## src/rtl/scratch_mem_arbiter_pkg.sv

```systemverilog
// Shared definitions for the scratch memory arbiter: FSM state encoding,
// scratch memory geometry and the round-robin index search.
// Optional feature macro used by the top: ARB_TIMEOUT_EN.
package scratch_mem_arbiter_pkg;

    localparam int SCRATCH_ADDR_W = 12;
    localparam int SCRATCH_DATA_W = 32;

    // Widest requester vector the selector supports and the index width
    // needed to address it (gntIdx is always 3 bits wide).
    localparam int MAX_REQ = 8;
    localparam int IDX_W   = 3;

    typedef enum logic {
        IDLE  = 1'b0,
        GRANT = 1'b1
    } arb_state_e;

    // Returns the first set bit of req_vec found by scanning upward from
    // (ptr + 1) mod num_req with wrap-around. Returns 0 when nothing is set;
    // callers qualify the result with |req_vec.
    function automatic logic [IDX_W-1:0] rr_next_idx(
        input logic [MAX_REQ-1:0] req_vec,
        input logic [IDX_W-1:0]   ptr,
        input int                 num_req
    );
        logic [IDX_W-1:0] sel;
        logic [IDX_W-1:0] cand;
        logic             found;
        sel   = '0;
        found = 1'b0;
        for (int k = 1; k <= MAX_REQ; k++) begin
            cand = IDX_W'((int'(ptr) + k) % num_req);
            if (!found && (k <= num_req) && req_vec[cand]) begin
                sel   = cand;
                found = 1'b1;
            end
        end
        return sel;
    endfunction

endpackage

```

## src/rtl/scratch_mem_arbiter_rr_pick.sv

```systemverilog
// Combinational round-robin selector: given a request vector and the index
// of the last winner, returns the next winner as one-hot and as an index.
// Kept generic so other shared-resource arbiters can reuse it.
module scratch_mem_arbiter_rr_pick
    import scratch_mem_arbiter_pkg::*;
#(
    parameter int NUM_REQ = 4
) (
    input  logic [NUM_REQ-1:0] req,
    input  logic [IDX_W-1:0]   ptr,
    output logic               valid,
    output logic [NUM_REQ-1:0] onehot,
    output logic [IDX_W-1:0]   idx
);

    logic [MAX_REQ-1:0] req_ext;

    // Widen the request vector, search from ptr+1, and decode the winner.
    always_comb begin
        // NOTE: every output of a combinational block gets a default first so no path leaves it unassigned and infers a latch.
        req_ext              = '0;
        req_ext[NUM_REQ-1:0] = req;
        valid                = |req;
        idx                  = rr_next_idx(req_ext, ptr, NUM_REQ);
        onehot               = '0;
        for (int i = 0; i < NUM_REQ; i++) begin
            onehot[i] = valid && (idx == IDX_W'(i));
        end
    end

endmodule

```

## src/rtl/scratch_mem_arbiter.sv

```systemverilog
// Round-robin, grant-held-until-release arbiter sharing the scratch memory
// write port (A) and read port (B) among NUM_REQ requesters, with the
// test-port override mux folded in. Read data fans out outside this block.
// Optional feature: define ARB_TIMEOUT_EN to add a hold counter that forces
// release after MAX_HOLD grant cycles and raises a sticky timeoutErr.
module scratch_mem_arbiter
    import scratch_mem_arbiter_pkg::*;
#(
    parameter int NUM_REQ  = 4,
    parameter int ADDR_W   = SCRATCH_ADDR_W,
    parameter int DATA_W   = SCRATCH_DATA_W,
    parameter int MAX_HOLD = 1023
) (
    input  logic                      clk,
    input  logic                      reset,
    input  logic [NUM_REQ-1:0]        req,
    input  logic [NUM_REQ*ADDR_W-1:0] rdAddr,
    input  logic [NUM_REQ*ADDR_W-1:0] wrAddr,
    input  logic [NUM_REQ*DATA_W-1:0] wrData,
    input  logic [NUM_REQ-1:0]        wrEn,
    output logic [NUM_REQ-1:0]        gnt,
    output logic [IDX_W-1:0]          gntIdx,
    output logic                      busy,
    input  logic                      testMuxSel,
    input  logic [ADDR_W-1:0]         testReadAddr,
    input  logic [ADDR_W-1:0]         testWriteAddr,
    input  logic [DATA_W-1:0]         testMemOut,
    input  logic                      testMemWriteEn,
    output logic [ADDR_W-1:0]         memReadAddr,
    output logic [ADDR_W-1:0]         memWriteAddr,
    output logic [DATA_W-1:0]         memWriteData,
    output logic                      memWriteEn
`ifdef ARB_TIMEOUT_EN
    ,
    output logic                      timeoutErr
`endif
);

    arb_state_e         state_q, state_d;
    logic [NUM_REQ-1:0] gnt_q, gnt_d;
    logic [IDX_W-1:0]   gnt_idx_q, gnt_idx_d;
    logic [IDX_W-1:0]   rr_ptr_q, rr_ptr_d;

    logic               pick_valid;
    logic [NUM_REQ-1:0] pick_onehot;
    logic [IDX_W-1:0]   pick_idx;
    logic               owner_req;

`ifdef ARB_TIMEOUT_EN
    localparam int HOLD_W = ($clog2(MAX_HOLD + 1) > 10) ? $clog2(MAX_HOLD + 1) : 10;
    logic [HOLD_W-1:0] hold_cnt_q, hold_cnt_d;
    logic              timeout_err_q, timeout_err_d;
`endif

    scratch_mem_arbiter_rr_pick #(
        .NUM_REQ (NUM_REQ)
    ) u_rr_pick (
        .req    (req),
        .ptr    (rr_ptr_q),
        .valid  (pick_valid),
        .onehot (pick_onehot),
        .idx    (pick_idx)
    );

    // The owner still wants the bus; gnt_q is one-hot so a masked OR suffices.
    assign owner_req = |(req & gnt_q);

    // Next-state logic: arbitrate in IDLE, hold in GRANT until released.
    always_comb begin
        state_d   = state_q;
        gnt_d     = gnt_q;
        gnt_idx_d = gnt_idx_q;
        rr_ptr_d  = rr_ptr_q;
`ifdef ARB_TIMEOUT_EN
        hold_cnt_d    = hold_cnt_q;
        timeout_err_d = timeout_err_q;
`endif
        unique case (state_q)
            IDLE: begin
                if (!testMuxSel && pick_valid) begin
                    state_d   = GRANT;
                    gnt_d     = pick_onehot;
                    gnt_idx_d = pick_idx;
                    rr_ptr_d  = pick_idx;
`ifdef ARB_TIMEOUT_EN
                    hold_cnt_d = '0;
`endif
                end
            end
            GRANT: begin
`ifdef ARB_TIMEOUT_EN
                hold_cnt_d = hold_cnt_q + 1'b1;
`endif
                // Test override or owner release both end the grant; the
                // return through IDLE gives the dead cycle between owners.
                if (testMuxSel || !owner_req) begin
                    state_d = IDLE;
                    gnt_d   = '0;
                end
`ifdef ARB_TIMEOUT_EN
                else if (hold_cnt_d == HOLD_W'(MAX_HOLD)) begin
                    state_d       = IDLE;
                    gnt_d         = '0;
                    timeout_err_d = 1'b1;
                end
`endif
            end
            default: begin
                state_d = IDLE;
                gnt_d   = '0;
            end
        endcase
    end

    // State registers with synchronous reset; rr_ptr starts at the top so
    // requester 0 wins the first arbitration.
    always_ff @(posedge clk) begin
        // NOTE: sequential state uses non-blocking assignments so every flop samples pre-edge values regardless of statement order.
        if (reset) begin
            state_q   <= IDLE;
            gnt_q     <= '0;
            gnt_idx_q <= '0;
            rr_ptr_q  <= IDX_W'(NUM_REQ - 1);
`ifdef ARB_TIMEOUT_EN
            hold_cnt_q    <= '0;
            timeout_err_q <= 1'b0;
`endif
        end else begin
            state_q   <= state_d;
            gnt_q     <= gnt_d;
            gnt_idx_q <= gnt_idx_d;
            rr_ptr_q  <= rr_ptr_d;
`ifdef ARB_TIMEOUT_EN
            hold_cnt_q    <= hold_cnt_d;
            timeout_err_q <= timeout_err_d;
`endif
        end
    end

    assign gnt    = gnt_q;
    assign gntIdx = gnt_idx_q;
    assign busy   = (state_q == GRANT);
`ifdef ARB_TIMEOUT_EN
    assign timeoutErr = timeout_err_q;
`endif

    // Memory port mux: test ports win; otherwise only the owner's slice
    // passes, so non-owners' wrEn can never reach the memory.
    always_comb begin
        memReadAddr  = '0;
        memWriteAddr = '0;
        memWriteData = '0;
        memWriteEn   = 1'b0;
        if (testMuxSel) begin
            memReadAddr  = testReadAddr;
            memWriteAddr = testWriteAddr;
            memWriteData = testMemOut;
            memWriteEn   = testMemWriteEn;
        end else begin
            for (int i = 0; i < NUM_REQ; i++) begin
                if (gnt_q[i]) begin
                    memReadAddr  = rdAddr[i*ADDR_W +: ADDR_W];
                    memWriteAddr = wrAddr[i*ADDR_W +: ADDR_W];
                    memWriteData = wrData[i*DATA_W +: DATA_W];
                    memWriteEn   = wrEn[i];
                end
            end
        end
    end

endmodule

```

## config.mk

```make
export PLATFORM = sky130hd
export DESIGN_NAME = scratch_mem_arbiter
export DESIGN_NICKNAME = d
export VERILOG_FILES = /design/src/rtl/scratch_mem_arbiter_pkg.sv /design/src/rtl/scratch_mem_arbiter_rr_pick.sv /design/src/rtl/scratch_mem_arbiter.sv
export SDC_FILE = /design/constraint.sdc
export NUM_CORES = 1
export LEC_CHECK = 0
export BUFFER_PORTS_ARGS = -buffer_cell sky130_fd_sc_hd__buf_2
export CAP_MARGIN = 30
export CORE_AREA = 2 2 137 139
export CTS_BUF_LIST = sky130_fd_sc_hd__clkbuf_16
export CTS_CLUSTER_DIAMETER = 80
export DETAILED_ROUTE_END_ITERATION = 7
export DIE_AREA = 0 0 139 141
export PLACE_DENSITY_LB_ADDON = 0.3
export SYNTH_ARGS = -nofsm -noshare
export SYNTH_HDL_FRONTEND = slang
export SYNTH_HIERARCHICAL = 1
export SYNTH_SLANG_ARGS = --single-unit
```

## constraint.sdc

```tcl
create_clock -name clk -period 4.25 [get_ports clk]
set_clock_uncertainty 0.15 [all_clocks]
set_input_delay 0.425 -clock clk [delete_from_list [all_inputs] [get_ports clk]]
set_output_delay 0.425 -clock clk [all_outputs]
set_load 0.005 [all_outputs]
```

Yosys cells after proc, flatten, opt, wreduce, memory -nomap -nowiden --
Cells that the tools add are included.
Word-level totals: register bits after elaboration 10, bits in latches 0, RAM bits 0, bits in read-only memories 0, input port bits 292, word-level logic and storage cells 87, memories kept 0
Cells by class: add/subtract/negate cells 4, multiply operators 0, div/mod/pow operators 0, magnitude comparators 4, equal/unequal tests 5, shift-type cells 0, muxes and demuxes 41, bitwise operators 6, reductions and logical operators 23
Operator list (count):
- $mux 32 | 5
- $mux 12 | 10
- $lt 3x4->1 const B | 4
- $mux 1 | 14
- $bmux 1 s3 | 4
- $mux 3 | 4
- $logic_and 1x1->1 | 8
- $mux 4 | 2
- $pmux 4 s2 | 1
- $reduce_or 2->1 | 4
- $reduce_or 4->1 | 2
- $eq 3x2->1 const B | 2
- $logic_not 1->1 | 5
- $add 2x1->2 const B | 2
- $add 2x2->2 const B | 2
- $and 1x1->1 const A | 4
- $and 4x4->4 | 1
- $reduce_and 2->1 | 2
- $eq 3x1->1 const B | 1
- $logic_not 3->1 | 1
- $ne 2x1->1 const B | 1
- $ne 2x2->1 const B | 1
- $pmux 1 s2 | 1
- $logic_or 1x1->1 | 1
- $not 1->1 | 1

Logic depth before layout (Yosys ltp) --
depth in word-level cells 19, gate-level depth with buffers 6, gate-level depth less buffers 5

By module --
Netlist, hierarchy kept.
Modules (own cells, without submodules):
- scratch_mem_arbiter | instances 1, cells an instance 321, area each 2557.5 µm²
- scratch_mem_arbiter_rr_pick | instances 1, cells an instance 29, area each 170.2 µm²

Worst setup path before layout --
No wires, ideal clock.
kind input to output, start point in testMuxSel, end point out memWriteData[11], arrival 1.304 ns, slack 2.371 ns, stages on the path 5, path through buf_6 > or2_4 > buf_6 > buf_6 > o31ai_1
Between the ends: word-level cells in the longest chain between the ends 1
RTL lines:
- start: declaration | RTL line scratch_mem_arbiter.sv:24 | input logic testMuxSel,
- $mux 32 | RTL line scratch_mem_arbiter.sv:154 | if (testMuxSel) begin
- end: declaration | RTL line scratch_mem_arbiter.sv:31 | output logic [DATA_W-1:0] memWriteData,
Every way passes these cells.

Worst setup path after layout --
start point in testMuxSel, end point out memWriteData[23]
The elaborated chain is that of the path after synthesis.

==> flow_summary.yaml <==
outcome:
  outcome: "finished clean"
cts:
  clock-root-buffer: "sky130_fd_sc_hd__clkbuf_16"
  ctsHtreeMaxLevel: 1
  clk_pin_slew_ps: 40
  hold_bufs_inserted_after_cts: 0
  post_cts.repair.setup_buffers: 0
  cts_made_buffers: 3
  cts_tree: "built"
  clock_sinks: 10
  ctsLongestPathBuffers: 2
  clk-insertion-delay-late_ps: 240
  cts-resized-gates: 0
timing:
  grt_setup_unrepaired: "no"
  layout_worst_path_cycle_share_pct: 63.20
  timing.final.setup_violations: 0
  totalNegativeSetupSlack_ps: 0
  timing.final.crit_period_ps: 2686
  timing_max_transition_violations_final: 0
  finalHoldViolations: 0
  worst_pin_slew_ps: 811.2
  max-slew-margin-rel_pct: 45.92
  max_clock_freq_mhz: 372.3
logic_synthesis:
  synth_area_leaders: "sky130_fd_sc_hd__a22oi_1 (16%), sky130_fd_sc_hd__a221oi_1 (15%), sky130_fd_sc_hd__nor2b_1 (14%)"
  synth_largest_type_area_fraction_pct: 15.96
  asyncSetResetFlopFracSynth_pct: 0
  synth_commonest_cells: "sky130_fd_sc_hd__nor2b_1 (60), sky130_fd_sc_hd__a22oi_1 (58), sky130_fd_sc_hd__a221oi_1 (47)"
  post_synth_instance_area_mm2: 0.002728
  synth_top_flop_cell: "sky130_fd_sc_hd__dfxtp_1"
  ys_warn_count: 6
  syn_area_per_cell_um2: 7.793
  post-synth-top-count-cell: "sky130_fd_sc_hd__nor2b_1"
  netlist_instances: 350
  part_of_the_yosys_area_used_for_sequential_elements_pct: 7.339
  netlist.top_cell.by_area: "sky130_fd_sc_hd__a22oi_1"
  synth-edff-count: 0
  synthDistinctLibCells: 40
  number_of_synthesized_register_bits: 10
  postSynthNetCount: 642
critical_path:
  worstSetupEndpointType: "output port"
  timing.critical_path.max_delay_family: "buffers and inverters"
  crit_required_ps: 3670
  reg2reg_setup_slack_ps: 2210
  reg_to_reg_critical_path_startpoint: "gnt[1]$_SDFFE_PP0P_"
  cp_cell_sequence: "buf_2, nor2b_4, buf_4, a22oi_1, o31ai_2, buf_2"
  timing.critical_path.from: "testMuxSel"
  critPathLaunchType: "primary input"
  arrival_ps: 2110
  critical_path.most_common_cell: "sky130_fd_sc_hd__buf_2"
  path_max_fanout: 26
  path_class: "in2out"
  critical_path.slowest_cell: "sky130_fd_sc_hd__nor2b_4"
  cp_num_buf_inv: 3
  slowest_delay_ps: 640
grt:
  gr-usage-met2_pct: 24.71
  grt_start_max_net_pins: 62
  gr_busiest_metal: "met2"
  first_global_vias: 4090
  grt_use_met1_pct: 17.58
  grt_usage_pct: 14.06
  overflow_left_after_global_routing: 0
  grt_first_pass_wirelength_um: 22490
  antenna_found_initial: 5
  global_route.usage.met3_pct: 2.582
floorplan:
  boundaryPins: 357
  chipHeight_um: 141
  core.rowCount: 50
  die_w_um: 139
  initial_utilization_pct: 14.93
  die_area_mm2: 0.01960
  floorplan.core_area_mm2: 0.01827
layout:
  design.final.nets: 961
  synthesis_to_finish_area_growth_pct: 71.70
  drive_above_1_share_pct: 59.58
  fillCellCount: 2036
power:
  power_switching_uw: 245.6
  post-layout-total-power_uw: 684.5
  pwr-share-comb_pct: 59.1
  pwr_density_cell_mw_per_mm2: 146.2
  clock_power_share_pct: 24.6
  flop_pwr_share_pct: 16.3
  power_report.internal_total_uw: 438.9
  static-leakage-power_uw: 0.002183
  power.share.switching_pct: 35.88
  power.ir.vdd_worst_v: 0.00009296
routing:
  drc_errors: 0
  route.detailed.wl_per_inst_um: 16.97
  ant_nets: 0
  num_vias: 4330
  post_drt_via_cell_ratio: 4.774
  totalWireLength_um: 15390
  drt-pass1-iter-count: 4
  drt-initial-drc-count: 144
placement:
  dpl.hpwl_um: 12040
  port_buffers: 356
  gpl.final_weighted_congestion: 0.7657
run:
  drv_cap: 0
hold_path:
  hold_sp: "reset"
  hold_path_class: "in2reg"
layout make-up:
type	count	area (um^2)	share of cell area (%)
antenna	5	12.51	0.2672
clock buffer	3	75.07	1.603
clock inverter	1	3.754	0.08015
inverter	3	11.26	0.2404
multi-input combinational	287	2241	47.85
sequential	10	205.2	4.382
tap	234	292.8	6.252
timing repair buffer	364	1842	39.33
per-layer routing:
layer,share of wire [%],routed length [um],vias to the layer above
met5,0,0,-
met4,1.8,282,0
met3,8.2,1260,20
met2,50,7645,248
met1,40,6205,1961
li1,-,-,2101
worst reg2reg max path: stages, from the launching register on:
cell                        delay (ps)
sky130_fd_sc_hd__dfxtp_2           340
sky130_fd_sc_hd__buf_4             610
sky130_fd_sc_hd__a22oi_1           280
sky130_fd_sc_hd__a2111oi_4         430
sky130_fd_sc_hd__o2bb2ai_1         160
metrics by stage:
stage | area, um^2 | util [%] | cells | setup slack (ps) | hold slack (ps)
after floorplan | 2728 | - | 350 | 2371 | 298.0
after global placement | 4592 | 25.14 | 898 | 1524 | 313.7
after detailed placement | 4592 | 25.14 | 898 | 1504 | 317.7
after CTS | 4671 | 25.57 | 902 | 1505 | 322.6
after global routing | 4678 | 25.61 | 905 | 1379 | 329.8
final | 4683 | 25.64 | 907 | 1564 | 321.1
power groups by stage:
| stage | clock network (uW) | registers [uW] | logic [uW] |
|---|---|---|---|
| 2_1_floorplan | 0 | 106 | 197 |
| 3_3_place_gp | 0 | 114 | 408 |
| 3_5_place_dp | 0 | 113 | 407 |
| 4_1_cts | 174 | 112 | 409 |
| 5_1_grt | 181 | 113 | 448 |
| 6_report | 168 | 112 | 404 |
sequential cells by signal, summed over array words and instances, names as in the netlist:
name      count
gntIdx        3
busy          1
rr_ptr_q      2
gnt           4
logic make-up after synthesis:
kind of cell           count (synthesis)  synth area share [%]
AOI/OAI and AO/OA                    200                 61.70
DFF                                   10                 7.339
buffers and inverters                 53                 10.78
muxes                                  4                 1.468
and+or+nand+nor                       82                 18.58
other                                  1                0.1375
path summary, 6_finish.rpt:
| kind | endpoint | cells after the start |
|---|---|---|
| worst max-delay path | memWriteData[23] | 6 |
| worst min-delay path | gntIdx[1]$_SDFFE_PP0P_ | 2 |
| worst max register to register | gnt[2]$_SDFFE_PP0P_ | 4 |
| worst min register to register | gntIdx[0]$_SDFFE_PP0P_ | 2 |
cells in the final DEF (no fill, tap or decap), drive strengths merged:
master,instances
o31ai,57
conb,1
o311a,1
nor2b,61
a2111oi,1
a21oi,5
a31oi,1
o311ai,1
clkbuf,3
inv,4
diode,5
dfxtp,10
o21ai,11
a32o,1
a221oi,57
and2b,2
o22ai,1
nor3,1
o221a,1
nor2,6
and3b,1
mux2i,4
and3,1
o2bb2ai,4
nand2,4
nand3b,2
nor3b,1
nand2b,1
a211oi,1
a22oi,58
buf,364
or2,2
Power figures use the tool's default switching activity.
